<file path="config.mk">
export PLATFORM = sky130hd
export DESIGN_NAME = mem_fill_arbiter_flat
export DESIGN_NICKNAME = d
export VERILOG_FILES = /design/src/rtl/mem_fill_arbiter_if.sv /design/src/rtl/mem_fill_arbiter.sv /design/src/flat_wrapper.sv
export SDC_FILE = /design/constraint.sdc
export NUM_CORES = 1
export LEC_CHECK = 0
export CORE_MARGIN = 1.5
export CORE_UTILIZATION = 32
export CTS_CLUSTER_SIZE = 16
export DETAILED_ROUTE_END_ITERATION = 10
export PLACE_DENSITY = 0.77
export SYNTH_ARGS = -nofsm -noshare
export SYNTH_HDL_FRONTEND = slang
export SYNTH_SLANG_ARGS = --single-unit
</file>
<file path="constraint.sdc">
create_clock -name clk -period 1.6 [get_ports clk]
set_clock_uncertainty 0.15 [all_clocks]
set_input_delay 0.16 -clock clk [delete_from_list [all_inputs] [get_ports clk]]
set_output_delay 0.16 -clock clk [all_outputs]
set_load 0.02 [all_outputs]
</file>
<file path="src/rtl/mem_fill_arbiter_if.sv">
// Bundle of the cache-miss request, memory issue/return and fill-steering signals
// around mem_fill_arbiter. The arbiter connects through the master modport; the
// caches and memory side (or a bench) use the slave modport.
interface mem_fill_arbiter_if #(
   parameter int unsigned WORDS_PER_BLOCK = 8,
   parameter int unsigned ADDR_W          = 16,
   parameter int unsigned DATA_W          = 16
);
   localparam int unsigned WORD_W = $clog2(WORDS_PER_BLOCK);

   logic              icache_req;
   logic [ADDR_W-1:0] icache_addr;
   logic              dcache_req;
   logic [ADDR_W-1:0] dcache_addr;
   logic              mem_en;
   logic [ADDR_W-1:0] mem_addr;
   logic              mem_data_valid;
   logic [DATA_W-1:0] mem_data;
   logic [DATA_W-1:0] fill_data;
   logic [WORD_W-1:0] fill_word;
   logic              icache_fill_we;
   logic              dcache_fill_we;
   logic              icache_done;
   logic              dcache_done;
   logic              busy;

   modport master (
      input  icache_req, icache_addr, dcache_req, dcache_addr, mem_data_valid, mem_data,
      output mem_en, mem_addr, fill_data, fill_word, icache_fill_we, dcache_fill_we,
             icache_done, dcache_done, busy
   );

   modport slave (
      output icache_req, icache_addr, dcache_req, dcache_addr, mem_data_valid, mem_data,
      input  mem_en, mem_addr, fill_data, fill_word, icache_fill_we, dcache_fill_we,
             icache_done, dcache_done, busy
   );
endinterface

</file>
<file path="src/rtl/mem_fill_arbiter.sv">
// Shared memory-port fill arbiter for the I-cache and D-cache. Grants one miss at a
// time, issues one word read per cycle for the whole block, steers returning beats to
// the owner with a word index and pulses the owner's done when the block is complete.
// Optional: define ROUND_ROBIN_EN to alternate grants between simultaneous requesters
// (otherwise D-cache has fixed priority over I-cache).
module mem_fill_arbiter #(
   parameter int unsigned WORDS_PER_BLOCK = 8,
   parameter int unsigned ADDR_W          = 16,
   parameter int unsigned DATA_W          = 16
) (
   input logic               clk,
   input logic               rst,
   mem_fill_arbiter_if.master bus
);
   localparam int unsigned WORD_W = $clog2(WORDS_PER_BLOCK);
   localparam logic [WORD_W-1:0] LAST_WORD = WORD_W'(WORDS_PER_BLOCK - 1);
   // Byte offset bits within a block (word index plus the byte-in-word bit)
   localparam logic [ADDR_W-1:0] OFF_MASK = ADDR_W'(2 * WORDS_PER_BLOCK - 1);

   localparam logic [1:0] StIdle  = 2'd0;
   localparam logic [1:0] StIssue = 2'd1;
   localparam logic [1:0] StWait  = 2'd2;
   localparam logic [1:0] StDone  = 2'd3;

   logic [1:0]        state_q, state_d;
   logic [1:0]        owner_q, owner_d;  // one-hot {dcache, icache}, 0 = none
   logic [ADDR_W-1:0] base_q, base_d;
   logic [WORD_W-1:0] issue_cnt_q, issue_cnt_d;
   logic [WORD_W-1:0] recv_cnt_q, recv_cnt_d;
   logic              grant_d, grant_i, beat;

`ifdef ROUND_ROBIN_EN
   logic              last_d_q, last_d_d;  // 1: previous fill owned by D-cache

   // Alternate on contention: D wins only if I owned the previous fill
   always_comb begin
      grant_d = bus.dcache_req && (!bus.icache_req || !last_d_q);
      grant_i = bus.icache_req && !grant_d;
   end
`else
   // Fixed priority: D-cache over I-cache
   always_comb begin
      grant_d = bus.dcache_req;
      grant_i = bus.icache_req && !bus.dcache_req;
   end
`endif

   // Beats are only accepted while a fill is active; stray returns are dropped
   assign beat = bus.mem_data_valid && ((state_q == StIssue) || (state_q == StWait));

   // Next-state: grant, issue sequencing and beat counting
   always_comb begin
      state_d     = state_q;
      owner_d     = owner_q;
      base_d      = base_q;
      issue_cnt_d = issue_cnt_q;
      recv_cnt_d  = recv_cnt_q;
`ifdef ROUND_ROBIN_EN
      last_d_d    = last_d_q;
`endif
      case (state_q)
         StIdle: begin
            if (grant_d || grant_i) begin
               owner_d     = {grant_d, grant_i};
               base_d      = (grant_d ? bus.dcache_addr : bus.icache_addr) & ~OFF_MASK;
               issue_cnt_d = '0;
               recv_cnt_d  = '0;
               state_d     = StIssue;
`ifdef ROUND_ROBIN_EN
               last_d_d    = grant_d;
`endif
            end
         end
         StIssue: begin
            issue_cnt_d = issue_cnt_q + 1'b1;
            if (issue_cnt_q == LAST_WORD) state_d = StWait;
         end
         StWait: ;
         StDone: begin
            state_d = StIdle;
            owner_d = '0;
         end
         default: state_d = StIdle;
      endcase
      // The final beat completes the block from either ISSUE or WAIT
      if (beat) begin
         recv_cnt_d = recv_cnt_q + 1'b1;
         if (recv_cnt_q == LAST_WORD) state_d = StDone;
      end
   end

   // State registers with synchronous reset
   always_ff @(posedge clk) begin
      if (rst) begin
         state_q     <= StIdle;
         owner_q     <= '0;
         base_q      <= '0;
         issue_cnt_q <= '0;
         recv_cnt_q  <= '0;
`ifdef ROUND_ROBIN_EN
         last_d_q    <= 1'b0;
`endif
      end else begin
         state_q     <= state_d;
         owner_q     <= owner_d;
         base_q      <= base_d;
         issue_cnt_q <= issue_cnt_d;
         recv_cnt_q  <= recv_cnt_d;
`ifdef ROUND_ROBIN_EN
         last_d_q    <= last_d_d;
`endif
      end
   end

   // Outputs: memory issue, fill steering and completion pulses
   always_comb begin
      bus.mem_en         = (state_q == StIssue);
      bus.mem_addr       = bus.mem_en ? (base_q + (ADDR_W'(issue_cnt_q) << 1)) : '0;
      bus.fill_data      = bus.mem_data;
      bus.fill_word      = beat ? recv_cnt_q : '0;
      bus.icache_fill_we = beat && owner_q[0];
      bus.dcache_fill_we = beat && owner_q[1];
      bus.icache_done    = (state_q == StDone) && owner_q[0];
      bus.dcache_done    = (state_q == StDone) && owner_q[1];
      bus.busy           = (state_q != StIdle);
   end
endmodule

</file>
<file path="src/flat_wrapper.sv">
// flat-port wrapper written by rule: the top's interface ports become plain ports
module mem_fill_arbiter_flat 
#(
   parameter int unsigned WORDS_PER_BLOCK = 8,
   parameter int unsigned ADDR_W          = 16,
   parameter int unsigned DATA_W          = 16
)
  (clk, rst, bus_icache_req, bus_icache_addr, bus_dcache_req, bus_dcache_addr, bus_mem_data_valid, bus_mem_data, bus_mem_en, bus_mem_addr, bus_fill_data, bus_fill_word, bus_icache_fill_we, bus_dcache_fill_we, bus_icache_done, bus_dcache_done, bus_busy);
  mem_fill_arbiter_if #(.WORDS_PER_BLOCK(WORDS_PER_BLOCK), .ADDR_W(ADDR_W), .DATA_W(DATA_W)) bus_i ();
  input logic clk;
  input logic rst;
  input wire logic [$bits(bus_i.icache_req)-1:0] bus_icache_req;
  input wire logic [$bits(bus_i.icache_addr)-1:0] bus_icache_addr;
  input wire logic [$bits(bus_i.dcache_req)-1:0] bus_dcache_req;
  input wire logic [$bits(bus_i.dcache_addr)-1:0] bus_dcache_addr;
  input wire logic [$bits(bus_i.mem_data_valid)-1:0] bus_mem_data_valid;
  input wire logic [$bits(bus_i.mem_data)-1:0] bus_mem_data;
  output wire logic [$bits(bus_i.mem_en)-1:0] bus_mem_en;
  output wire logic [$bits(bus_i.mem_addr)-1:0] bus_mem_addr;
  output wire logic [$bits(bus_i.fill_data)-1:0] bus_fill_data;
  output wire logic [$bits(bus_i.fill_word)-1:0] bus_fill_word;
  output wire logic [$bits(bus_i.icache_fill_we)-1:0] bus_icache_fill_we;
  output wire logic [$bits(bus_i.dcache_fill_we)-1:0] bus_dcache_fill_we;
  output wire logic [$bits(bus_i.icache_done)-1:0] bus_icache_done;
  output wire logic [$bits(bus_i.dcache_done)-1:0] bus_dcache_done;
  output wire logic [$bits(bus_i.busy)-1:0] bus_busy;
  assign bus_i.icache_req = bus_icache_req;
  assign bus_i.icache_addr = bus_icache_addr;
  assign bus_i.dcache_req = bus_dcache_req;
  assign bus_i.dcache_addr = bus_dcache_addr;
  assign bus_i.mem_data_valid = bus_mem_data_valid;
  assign bus_i.mem_data = bus_mem_data;
  assign bus_mem_en = bus_i.mem_en;
  assign bus_mem_addr = bus_i.mem_addr;
  assign bus_fill_data = bus_i.fill_data;
  assign bus_fill_word = bus_i.fill_word;
  assign bus_icache_fill_we = bus_i.icache_fill_we;
  assign bus_dcache_fill_we = bus_i.dcache_fill_we;
  assign bus_icache_done = bus_i.icache_done;
  assign bus_dcache_done = bus_i.dcache_done;
  assign bus_busy = bus_i.busy;
  mem_fill_arbiter #(.WORDS_PER_BLOCK(WORDS_PER_BLOCK), .ADDR_W(ADDR_W), .DATA_W(DATA_W)) u_core (.clk(clk), .rst(rst), .bus(bus_i));
endmodule
</file>
==> summary.md <==
| Metric | Value |
|---|---|
| Combinational cell fraction of total power | 0.318 |
| Dpl cells | 247 |
| Synth Area in Simple Gates | 0.229 |
| Number of cell rows | 23 |
| Synth Instances | 156 |
| Asr flop ratio synth | 0 |
| Root Buffer | clkbuf_8 |
| GP Congestion | 0.757 |
| Crit Path Class | reg2out |
| CP Launch Point | u_core.state_q[1] |
| Initial antenna violation count | 0 |
| DRT Wirelength | 3.27 mm |
| Critical Path Max Stage Delay | 0.34 ns |
| CTS Hold Bufs | 0 |
| Gr busiest metal | met2 |
| Final Hold Fails | 0 |
| Worst Min Path Start | bus_mem_data[2] |
| Nets | 266 |
| Num CTS Buffers | 3 |
| Post-synthesis adder-cell area fraction | 0.0742 |
| Routed Antenna Nets | 0 |
| Post-synthesis mux area share | 0.0891 |
| Critical-path cell list | inv_2 > ha_4 > buf_12 > and2_2 > buf_6 |
| Die ar. | 4610 um2 |
| Number of iterations in the first detailed-routing pass | 4 |
| Outcome | finished, violations left |
| Final hold slack | 0.170 ns |
| Pins Over Slew Limit | 0 |
| Post-synthesis cell area | 1350 um2 |
| Ys Warns | 0 |
| EDFF count, synth | 0 |
| Final setup fails | 10 |
| Starting Density | 0.335 |
| Setup WS pre-CTS | -0.293 ns |
| Internal cell power | 1.24 mW |
| CP max-delay cell | dfxtp_2 |
| Port bufs | 52 |
| Pwr dens | 815 nW/um2 |
| 1st-iter DRT viols | 30 |
| Chip height | 67.9 um |
| Max-cap violations | 0 |
| Final min period | 1.61 ns |
| Final core occ | 0.518 |
| Met3 GRT Util | 0.0395 |
| Leak | 0.915 nW |
| Final period util | 1.00 |
| Synth Area in XOR/XNOR | 0 |
| RSZ-0062 raised after global routing | yes |
| Synth Area in Compound Gates | 0.146 |
| Count of different cell masters after synthesis | 28 |
| Total track usage | 0.146 |
| Synthesis-stage register bit count | 22 |
| Clock insertion delay at the later pin of the skew report | 0.26 ns |
| Power share of the clock group | 0.310 |
| Top-area cell type share of the netlist area | 0.327 |
| GR met1 Demand/Resource | 0.188 |
| RR Startpoint | u_core.state_q[1] |
| Avg Inst Size Synth | 8.65 um2 |
| Worst VDD drop | 506 uV |
| Area post-placement | 1900 um2 |
| Design Area, Final | 2090 um2 |
| Largest area contributor in the netlist | dfxtp_1 |
| Crit end category | output port |
| Vias in the first global route | 1151 |
| First-pass GRT wire length | 5.22 mm |
| Setup slack after layout | -0.00761 ns |
| Worst-path clk slew | 0.08 ns |
| Most frequent cells after synthesis | dfxtp_1, buf_4, and2_1, nor2_1 |
| Routed wire per std cell | 12.9 um |
| CTS tree | built |
| Final non-filler cell total | 254 |
| DRC | 0 |
| Clock buffer depth | 2 |
| Die Wd | 67.9 um |
| DR vias/cell | 4.76 |
| Fmax | 0.622 GHz |
| Inserted Diodes | 0 |
| Largest net degree at the start of global routing | 25 |
| Net Count, Synth | 217 |
| Met2 Use GR | 0.250 |
| Io pins | 94 |
| Most common flop cell mapped by yosys | dfxtp_1 |
| Area Growth Syn to Fin | 54.6% |
| Switching share of total power | 0.272 |
| Seq/Total Area, Yosys | 0.327 |
| Worst EP arrival | 1.30 ns |
| Layout cells sized above 1 | 0.333 |
| Top cells by area, synth | dfxtp_1, buf_4, mux2i_1, and2_1, ha_1 |
| Sink Count | 22 |
| Hold WC Path Type | in2out |
| Main combinational cell family by area after synthesis | simple AND/OR/NAND/NOR gates |
| Placeable Area | 4030 um2 |
| Routed via count | 1210 |
| P_sw | 0.462 mW |
| Setup TNS | -0.0366 ns |
| Critical Path Source Type | flip-flop |
| Most common cell in the synthesized netlist | dfxtp_1 |
| Worst-path fanout max | 8 |
| Htree depth | 1 |
| Critical Path RT | 1.29 ns |
| Sequential power share | 0.372 |
| Post-DP HPWL | 2.27 mm |
| Overall Power | 1.70 mW |
| Gr ovfl total | 0 |
| Failing checks | negative setup slack |
-- area by class of cell --
class / count / area (um2)
fill: 388 / 1940
tap: 50 / 62.6
clock buffer: 3 / 41.3
inverter: 3 / 13.8
multi-input combinational: 106 / 800
clock inverter: 1 / 30.0
sequential: 22 / 445
timing repair buffer: 69 / 693
-- flip-flops by register name, indices dropped and copies added, names as in the netlist --
signal	cells
u_core.base_q	12
u_core.recv_cnt_q	3
u_core.issue_cnt_q	3
u_core.owner_q	2
u_core.state_q	2
-- kinds of logic (layout without fill, tap and decap cells) --
family / after synthesis / in the layout
buf+inv: 28 / 76
mux: 12 / 12
flops: 22 / 22
fa+ha+maj: 8 / 8
compound gates: 31 / 31
simple gates: 54 / 54
other cells: 1 / 1
-- cells in the final DEF, fill, tap and decap left out, types with 2 or more instances in the layout --
master / synthesis / layout
dfxtp_1: 22 / 20
ha_1: 8 / 5
a21oi_1: 9 / 8
buf_6: 0 / 20
and2_2: 0 / 10
nor2_1: 15 / 14
ha_4: 0 / 3
clkdlybuf4s50_1: 0 / 28
mux2i_1: 12 / 12
inv_2: 1 / 2
buf_12: 0 / 3
and3_1: 5 / 4
and2_1: 18 / 8
o21ai_0: 6 / 6
a211oi_1: 12 / 12
nand3b_1: 3 / 3
nand3_1: 6 / 6
clkbuf_8: 0 / 3
buf_4: 19 / 13
buf_2: 2 / 4
-- repair_timing --
item / CTS / global route
gates cloned: 0 / 0
buffers inserted: 5 / 0
gates resized for setup: 134 / 16
pin swaps: 4 / 3
setup endpoints to repair: 35 / 26
-- path summary, 6_finish.rpt --
path,end,slack [ns],cells after the start
setup / recovery,bus_mem_addr[9],-0.008,5
hold / removal,bus_fill_data[2],0.17,0
hold reg to reg,u_core.owner_q[1],0.34,2
setup reg to reg,u_core.issue_cnt_q[0],0.08,6
-- routing by layer --
metal	share of wire	vias to the layer above
met1	0.45	540
met4	0.0076	0
met5	0	-
met3	0.061	4
met2	0.48	46
li1	-	620
-- power by group through the flow --
stage	logic (mW)	clock network (mW)	registers, mW
global placement	0.455	0	0.638
floorplan	0.308	0	0.630
detailed placement	0.463	0	0.638
CTS	0.535	0.545	0.630
global route	0.589	0.551	0.638
finish	0.541	0.527	0.632
-- critical path: cells and delay by family (launching register included) --
| family | cells | cell delay (ns) |
|---|---|---|
| adders and majority gates | 1 | 0.18 |
| DFF | 1 | 0.34 |
| buffers and inverters | 3 | 0.32 |
| and+or+nand+nor | 1 | 0.19 |
Note: power is estimated with default switching activity, not from simulation.
